--- src/rtl/ir.sv ---
// Instruction register: holds the current 16-bit instruction word.
// It also presents the zero-extended address field and the sign-extended
// immediate field of that word.
// Word layout: [15:12] opcode, [11:8] register field, [7:0] address/immediate.
// The reset input keeps the codebase name rst_n, but it is active-high:
// rst_n = 1 clears the register at once, without waiting for a clock edge.
module ir (
    input  logic        clk,
    input  logic        rst_n,
    input  logic        il_in,
    input  logic [15:0] ins_in,
    output logic [15:0] ins_out,
    output logic [15:0] ia_out,
    output logic [15:0] iv_out
);

    logic [15:0] ir_q;

    // Instruction register: async clear on reset, capture ins_in when il_in is high, otherwise hold
    always_ff @(posedge clk or posedge rst_n) begin
        if (rst_n) begin
            ir_q <= 16'h0000;
        end else if (il_in) begin
            ir_q <= ins_in;
        end
    end

    // Outputs decode from the stored word only, so nothing on ins_in reaches them combinationally
    assign ins_out = ir_q;
    assign ia_out  = {8'h00, ir_q[7:0]};
    assign iv_out  = {{8{ir_q[7]}}, ir_q[7:0]};

endmodule

--- config.mk ---
export PLATFORM = sky130hd
export DESIGN_NAME = ir
export DESIGN_NICKNAME = d
export VERILOG_FILES = /design/src/rtl/ir.sv
export SDC_FILE = /design/constraint.sdc
export NUM_CORES = 1
export LEC_CHECK = 0
export BUFFER_PORTS_ARGS = -buffer_cell sky130_fd_sc_hd__buf_2
export CAP_MARGIN = 15
export CORE_MARGIN = 5
export CORE_UTILIZATION = 42
export CTS_BUF_LIST = sky130_fd_sc_hd__clkbuf_16
export DETAILED_ROUTE_END_ITERATION = 8
export PLACE_DENSITY = 0.9
export SLEW_MARGIN = 0
export SYNTH_ARGS = -nofsm -noshare
export SYNTH_HDL_FRONTEND = slang
export SYNTH_SLANG_ARGS = --single-unit
export TNS_END_PERCENT = 20
--- constraint.sdc ---
create_clock -name clk -period 2.3 [get_ports clk]
set_input_delay 0.115 -clock clk [delete_from_list [all_inputs] [get_ports clk]]
set_output_delay 0.115 -clock clk [all_outputs]
set_load 0.01 [all_outputs]
# After elaboration in Yosys (flattened, before gate mapping)
# Cells that the tools add are included.
# word_totals
reg_bits,16
inputBits,19
out_inout_bits,48
wordCells,1

# Longest topological paths before layout
# Gate-level depths: netlist of run 1.
# logic_depth
word_depth,0
mapped_depth,3
mapped_depth_nobuf,1

# Worst setup path after synthesis of run 1
# OpenSTA, ideal clock, no wires.
# synth_path
path_type,register -> register
start,"reg, netlist name ins_out[7]"
end,reg ir_q[7] (netlist: ins_out[7])
setup_time_ps,125
arrival_time_ps,778
t_required_ps,2175
path_slack_ps,1397
stages_incl_launch_ff,2
path_buffers,0
synth_period_minus_slack_ps,903
cell_sequence,dfrtp_1 > mux2_4
# synth_lines
element,line_no,text
to (signal assigned),24,ir_q <= ins_in;
to (decl),17,logic [15:0] ir_q;

# Worst setup path in the final report of run 1
# layout_path
start,reg ir_q[7] (netlist: ins_out[7])
end,out iv_out[14]
# layout_lines
element,line_no,text
to (decl),14,output logic [15:0] iv_out
# No word-level cell between the ends.

==> impl_summary.txt, run 1 <==
----------------------------------------------------
[Run status]
  Run status ... completed

[Timing]
  Worst hold slack across all endpoints ... just over 0.1 ns
  Unrepaired setup endpoints after global routing ... no
  Endpoints failing hold ... 0
  Normalized max-slew margin ... between 60 and 70%
  Minimum clock period ... 1.022 ns
  Final worst clock skew ... 0 ns
  Total setup violations reported at the end of the flow ... 0
  Total negative setup slack ... 0 ns
  Maximum operating frequency ... 978.5 MHz
  Transition at the pin with the smallest max-transition slack ... between 0.5 and 0.6 ns
  Period utilisation layout ... between 40 and 50%
  Final count of pins violating max slew ... 0

[CTS]
  Hold buffer count at cts ... 1
  Clk Latency, worst-skew pair ... 0.24 ns
  Buffers inserted during post-CTS setup optimization ... 0
  Root Buffer Master ... clkbuf_16
  Worst-case clock buffer depth ... 2
  CTS tree ... done
  Number of gates resized after CTS ... 0
  Clock-pin slew on the worst setup and hold paths ... 0.05 ns
  Clock net sink count ... 16
  CTS H-Tree Depth ... 1
  Total clock buffers created by CTS ... 3

[Worst setup path]
  Depth of the critical timing path with buffers and inverters included ... 1
  Largest stage delay on the critical path ... ~0.48 ns
  Critical-path cell list ... buf_2
  CP bufs+invs ... 1
  Slowest stage cell on the critical path ... dfrtp_1
  Setup slack of the worst register-to-register path ... 1.43 ns
  Startpoint Class ... flop
  Worst EP arrival ... between 0.9 and 1 ns
  R2R Path Start ... ins_out[7]
  Crit path kind ... flop to output port
  Required time of the critical path ... roughly 2.2 ns
  Biggest fanout along the worst timing path ... 12
  Largest delay contributor family on the critical path ... flip-flops
  Worst Reg-to-Reg Cells ... 1
  Endpoint type of the worst setup path ... output port
  Worst R2R End ... ins_out[7]

[Power]
  Pwr per Cell Area ... approximately 800 mW/mm²
  Leakage power of the design ... between 0.5 and 0.6 nW
  Cell Int Power ... roughly 0.63 mW
  Net switching power ... 0.2135 mW
  Part of the power in the clock network ... between 30% and 40%
  Worst VDD drop ... slightly above 400 µV
  Share of total power consumed by net switching ... around 25%
  Fraction of power consumed by combinational cells ... a little over a fifth
  Sequential share of power ... roughly 39%

[Placement]
  Placed Area ... 975.9 µm²
  Number of port buffers ... 58
  Weighted congestion at the end of routability-driven global placement ... 0.7245
  HPWL after DPL ... 1301 µm

[Logic synthesis]
  Synthesized area per cell ... 13.19 µm²
  Cell count after synthesis ... ~70
  Number of warning messages in the yosys log ... 0
  Most frequently used cell type in the post-synthesis netlist ... buf_4
  Number of distinct library cells after synthesis ... 8
  Area fraction of the dominant cell type after synthesis ... between 40 and 50%
  Most area-consuming cells after synthesis ... dfrtp_1, buf_4, mux2_4
  Total standard cell area after synthesis ... 897.1 µm²
  Number of synthesized register bits ... 16
  Most numerous cell types in the synthesized netlist ... buf_4, dfrtp_1, mux2_4, mux2_2
  Number of enable-type register cells in the synthesized netlist ... 0
  Portion of the post-synthesis area used by sequential elements ... 44.63%
  Main synth FF type ... dfrtp_1
  Post-synthesis cell type with the largest combined area ... dfrtp_1
  Async set-or-reset flop fraction in the synthesized netlist ... between 90% and 100%

[Layout]
  Number of diodes added for antenna fixing ... 0
  Share of post-route cells with drive strength above 1 ... between 70 and 80%
  Area grow syn2layout ... 18.69%
  Nets ... 124
  Filler instances ... 181
  Design area ... between 0.001 and 0.0015 mm²
  Fin util ... roughly 53%
  Flip-flop count of the largest register after layout ... 16

[Global route]
  Aggregate global-route resource usage ... between 10% and 20%
  Via count of the first global-routing pass ... between 500 and 600
  Number of antenna violations at the first check in global routing ... 0
  Maximum number of pins on one net before global-route repair ... 17
  Remaining global-route overflow ... 0
  Global-route wire length before repair ... 2628 µm

[Hold path]
  Hold Path End ... ins_out[9]
  Hold depth ... 2
  Class of the tightest hold or removal check ... primary input to flop
  Min-Delay Startpoint ... ins_in[9]

[Floorplan]
  Floorplan row count ... 16
  Die outline area ... about 0.0032 mm²
  Number of top-level design ports ... 67
  Chip Height ... about 56 µm
  Initial Util ... ~45%
  Area inside the core boundary ... 0.002002 mm²
  Die Span X ... between 50 and 60 µm

[Drt]
  DRC marker count from the first detailed-route iteration ... 18
  Length of the first detailed-routing pass in iterations ... 2
  Via total after detailed routing ... approximately 550
  Number of antenna-violating nets in the routed design ... 0
  Average wire per cell in the routed design ... ~12 µm
  Drt total wl ... 1636 µm
  Vias/cell ... 4.191
  Count of unresolved DRC violations after routing ... 0

[Flow run]
  Number of maximum-capacitance constraint violations ... 0

----------------------------------------------------
==> through the flow <==
stage | std cells | total power, mW | setup WS [ns]
2_1_floorplan | 75 | 0.5040 | 1.397
3_3_place_gp | 126 | 0.5178 | 1.309
3_5_place_dp | 126 | 0.5225 | 1.270
4_1_cts | 131 | 0.8598 | 1.268
5_1_grt | 131 | 0.8892 | 1.201
6_report | 131 | 0.8471 | 1.278
==> area by class of cell <==
class / instances / area, µm² / area share, %
flip-flops and latches: 16 / 400.4 / 37.60
multi-input cells: 24 / 247.7 / 23.27
clock buffers: 3 / 75.07 / 7.051
well taps: 27 / 33.78 / 3.173
repair buffers: 59 / 300.3 / 28.20
clock inverters: 1 / 3.754 / 0.3525
inverters: 1 / 3.754 / 0.3525
==> cells in the final DEF, fill, tap and decap left out, drive strengths merged <==
cell type    Yosys  final
buf             34     58
clkbuf           0      3
clkinv           0      1
conb             1      8
dfrtp           16     16
dlygate4sd3      0      1
inv              1      1
mux2            16     16
==> routing by layer <==
metal,wire length [µm],track usage (%)
met2,769,17.03
met1,595,11.33
met4,36,4.746
met5,0,0
met3,235,4.872
==> cell families (layout without fill, tap and decap cells) <==
kind of cell  count (synthesis)  after routing  share of synthesized area, %
other cells                   1              8                        0.4180
buf+inv                      35             64                         30.68
mux                          16             16                         24.27
flops                        16             16                         44.63
==> power by group through the flow <==
stage | clock network (mW) | registers (mW) | logic [mW]
global route | 0.353 | 0.337 | 0.199
global placement | 0 | 0.334 | 0.184
finish | 0.331 | 0.332 | 0.184
detailed placement | 0 | 0.337 | 0.186
CTS | 0.340 | 0.332 | 0.188
floorplan | 0 | 0.351 | 0.153
==> worst max-delay path by stage <==
stage	end	from	slack (ns)
3_5_place_dp	ins_out[2]	il_in	1.27
4_1_cts	iv_out[14]	ins_out[7]	1.27
5_1_grt	iv_out[15]	ins_out[7]	1.20
6_report	iv_out[14]	ins_out[7]	1.28
2_1_floorplan	ins_out[7]	ins_out[7]	1.40
3_3_place_gp	ins_out[3]	il_in	1.31
Note: power is estimated with default switching activity, not from simulation.
==> inputs of run 2 (changes only) <==
--- a/config.mk
+++ b/config.mk
@@ -8,10 +8,10 @@
 export BUFFER_PORTS_ARGS = -buffer_cell sky130_fd_sc_hd__buf_2
 export CAP_MARGIN = 15
 export CORE_MARGIN = 5
-export CORE_UTILIZATION = 42
+export CORE_UTILIZATION = 39
 export CTS_BUF_LIST = sky130_fd_sc_hd__clkbuf_16
 export DETAILED_ROUTE_END_ITERATION = 8
-export PLACE_DENSITY = 0.9
+export PLACE_DENSITY = 0.85
 export SLEW_MARGIN = 0
 export SYNTH_ARGS = -nofsm -noshare
 export SYNTH_HDL_FRONTEND = slang
==> constraint.sdc (replaced) <==
create_clock -name clk -period 1 [get_ports clk]
set_input_delay 0.05 -clock clk [delete_from_list [all_inputs] [get_ports clk]]
set_output_delay 0.05 -clock clk [all_outputs]
set_load 0.01 [all_outputs]
==> impl_summary.txt, run 2 (synthesis results as in run 1) <==
----------------------------------------------------
[Floorplan]
  Chip Height ... 57.96 µm (+3.1%)
  Die Span X ... 57.96 µm (+3.1%)
  Number of top-level design ports ... 67 (unchanged)
  Initial Util ... 40.55% (-4.3 points)
  Area inside the core boundary ... 0.002212 mm² (+10%)
  Die outline area ... 0.003359 mm² (+6.3%)
  Floorplan row count ... 17 (+1)

[Layout]
  Fin util ... 49.49% (-3.7 points)
  Filler-free cell count of the finished design ... 134 (+2.3%)
  Most common cell after layout, fill and taps aside ... buf_2
  Design area ... 0.001095 mm² (+2.8%)
  Flip-flop count of the largest register after layout ... 16 (unchanged)
  Nets ... 126 (+1.6%)
  Share of post-route cells with drive strength above 1 ... 75.47% (+1.4 points)
  Area grow syn2layout ... 22.04%
  Number of diodes added for antenna fixing ... 0 (unchanged)
  Highest-count cells in the layout ignoring fill and taps ... buf_2, dfrtp_1, mux2_4, conb_1, mux2_2

[Global route]
  Remaining global-route overflow ... 0 (unchanged)
  Global-route wire length before repair ... 2684 µm (+2.1%)
  Aggregate global-route resource usage ... 10.40% (about the same)
  Maximum number of pins on one net before global-route repair ... 17 (unchanged)
  Number of antenna violations at the first check in global routing ... 0 (unchanged)
  Via count of the first global-routing pass ... 567 (+5.0%)

[Drt]
  Vias/cell ... 4.164 (-0.64%)
  DRC marker count from the first detailed-route iteration ... 2 (-16)
  Number of antenna-violating nets in the routed design ... 0 (unchanged)
  Via total after detailed routing ... 558 (+1.6%)
  Drt total wl ... 1759 µm (+7.5%)
  Average wire per cell in the routed design ... 13.13 µm (+5.1%)
  Length of the first detailed-routing pass in iterations ... 2 (unchanged)
  Count of unresolved DRC violations after routing ... 0 (unchanged)

[Worst setup path]
  Worst EP arrival ... 0.85 ns (-0.06 ns)
  Largest delay contributor family on the critical path ... flip-flops
  Largest stage delay on the critical path ... 0.45 ns (-0.03 ns)
  Crit path kind ... flop to output port
  Slowest stage cell on the critical path ... dfrtp_2
  CP bufs+invs ... 1 (unchanged)
  Required time of the critical path ... 0.95 ns (-1.23 ns)
  Biggest fanout along the worst timing path ... 12 (unchanged)
  Critical-path cell list ... buf_2
  Startpoint Class ... flop
  Endpoint type of the worst setup path ... output port

[Power]
  Cell Int Power ... 1.469 mW (+130%)
  Pwr per Cell Area ... 1798 mW/mm² (+130%)
  Share of total power consumed by net switching ... 25.37% (+0.16 points)
  Total Power Consumption ... 1.969 mW (+130%)
  Part of the power in the clock network ... 38.7% (-0.4 points)
  Worst VDD drop ... 1145 µV (+180%)
  Fraction of power consumed by combinational cells ... 22.3% (+0.6 points)
  Net switching power ... 0.4994 mW (+130%)
  Sequential share of power ... 39.0% (-0.2 points)
  Leakage power of the design ... 0.6092 nW (+2.2%)

[CTS]
  Clock net sink count ... 16 (unchanged)
  Total clock buffers created by CTS ... 3 (unchanged)
  CTS tree ... done
  Clk Latency, worst-skew pair ... 0.24 ns (about the same)
  CTS H-Tree Depth ... 1 (unchanged)
  Clock-pin slew on the worst setup and hold paths ... 0.05 ns (about the same)
  Root Buffer Master ... clkbuf_16
  Worst-case clock buffer depth ... 2 (unchanged)

[Timing]
  Maximum operating frequency ... 1113 MHz
  Final count of pins violating max slew ... 0 (unchanged)
  Period utilisation layout ... around 90%
  Final worst clock skew ... 0 ns (unchanged)
  Worst hold slack across all endpoints ... 0.03875 ns (-0.06506 ns)
  Post-route setup slack ... 0.1017 ns (-1.176 ns)
  Endpoints failing hold ... 0 (unchanged)
  Unrepaired setup endpoints after global routing ... no
  Minimum clock period ... roughly 0.90 ns
  Total setup violations reported at the end of the flow ... 0 (unchanged)
  Total negative setup slack ... 0 ns (unchanged)

[Placement]
  Pre-CTS setup slack ... 0.1253 ns (-1.145 ns)
  Number of port buffers ... 58 (unchanged)
  HPWL after DPL ... 1472 µm (+13%)
  Placed Area ... 0.001005 mm² (+2.9%)
  Weighted congestion at the end of routability-driven global placement ... 0.6866 (-5.2%)
  Number of placed cells counting well taps ... 129 (+2.4%)

[Hold path]
  Class of the tightest hold or removal check ... primary input to flop

[Run status]
  Run status ... completed

[Flow run]
  Number of maximum-capacitance constraint violations ... 0 (unchanged)

----------------------------------------------------
-- run 2: cell types whose count changed in the layout (fill, tap and decap cells not counted) --
cell,change
buf_12,+1
dfrtp_1,-1
dfrtp_2,+1
buf_4,+1
-- run 2: area by class of cell --
| class | instances | area [µm²] |
|---|---|---|
| Clock buffer | 3 | 75.07 |
| Clock inverter | 1 | 3.754 |
| Fill cell | 222 | 1117 |
| Inverter | 1 | 3.754 |
| Multi-Input combinational cell | 24 | 247.7 |
| Sequential cell | 16 | 401.6 |
| Tap cell | 28 | 35.03 |
| Timing Repair Buffer | 61 | 327.8 |
-- run 2: power by group through the flow --
| stage | combinational (mW) | clock, mW | sequential, mW |
|---|---|---|---|
| 3_5_place_dp | 0.446 | 0 | 0.776 |
| 3_3_place_gp | 0.436 | 0 | 0.770 |
| 6_report | 0.439 | 0.763 | 0.767 |
| 2_1_floorplan | 0.352 | 0 | 0.807 |
| 4_1_cts | 0.448 | 0.781 | 0.769 |
| 5_1_grt | 0.473 | 0.810 | 0.780 |
-- run 2: routing by layer --
metal,up-vias,global-route usage [%],share of wire (%)
met5,-,0,0
met4,0,1.987,0
met3,0,3.563,12
met2,35,20.81,55
met1,267,10.15,33
li1,256,-,-
-- run 2: path summary, 6_finish.rpt --
kind	end	slack, ns	start	cells past startpoint
setup / recovery	iv_out[10]	0.10	ins_out[7]	1
hold / removal	ins_out[6]	0.04	ins_in[6]	2
setup reg to reg	ins_out[7]	0.16	ins_out[7]	1
hold reg to reg	ins_out[15]	0.51	ins_out[15]	1
max in group asynchronous	ins_out[7]	0.45	rst_n	4
min in group asynchronous	ins_out[7]	0.35	rst_n	4
-- run 2: what timing repair did --
action                                  4_1_cts  5_1_grt
resized for setup                             0        1
hold endpoints to repair                     16        0
hold buffers                                  1        0
endpoints found under the setup margin        0       11
buffers inserted                              0        0
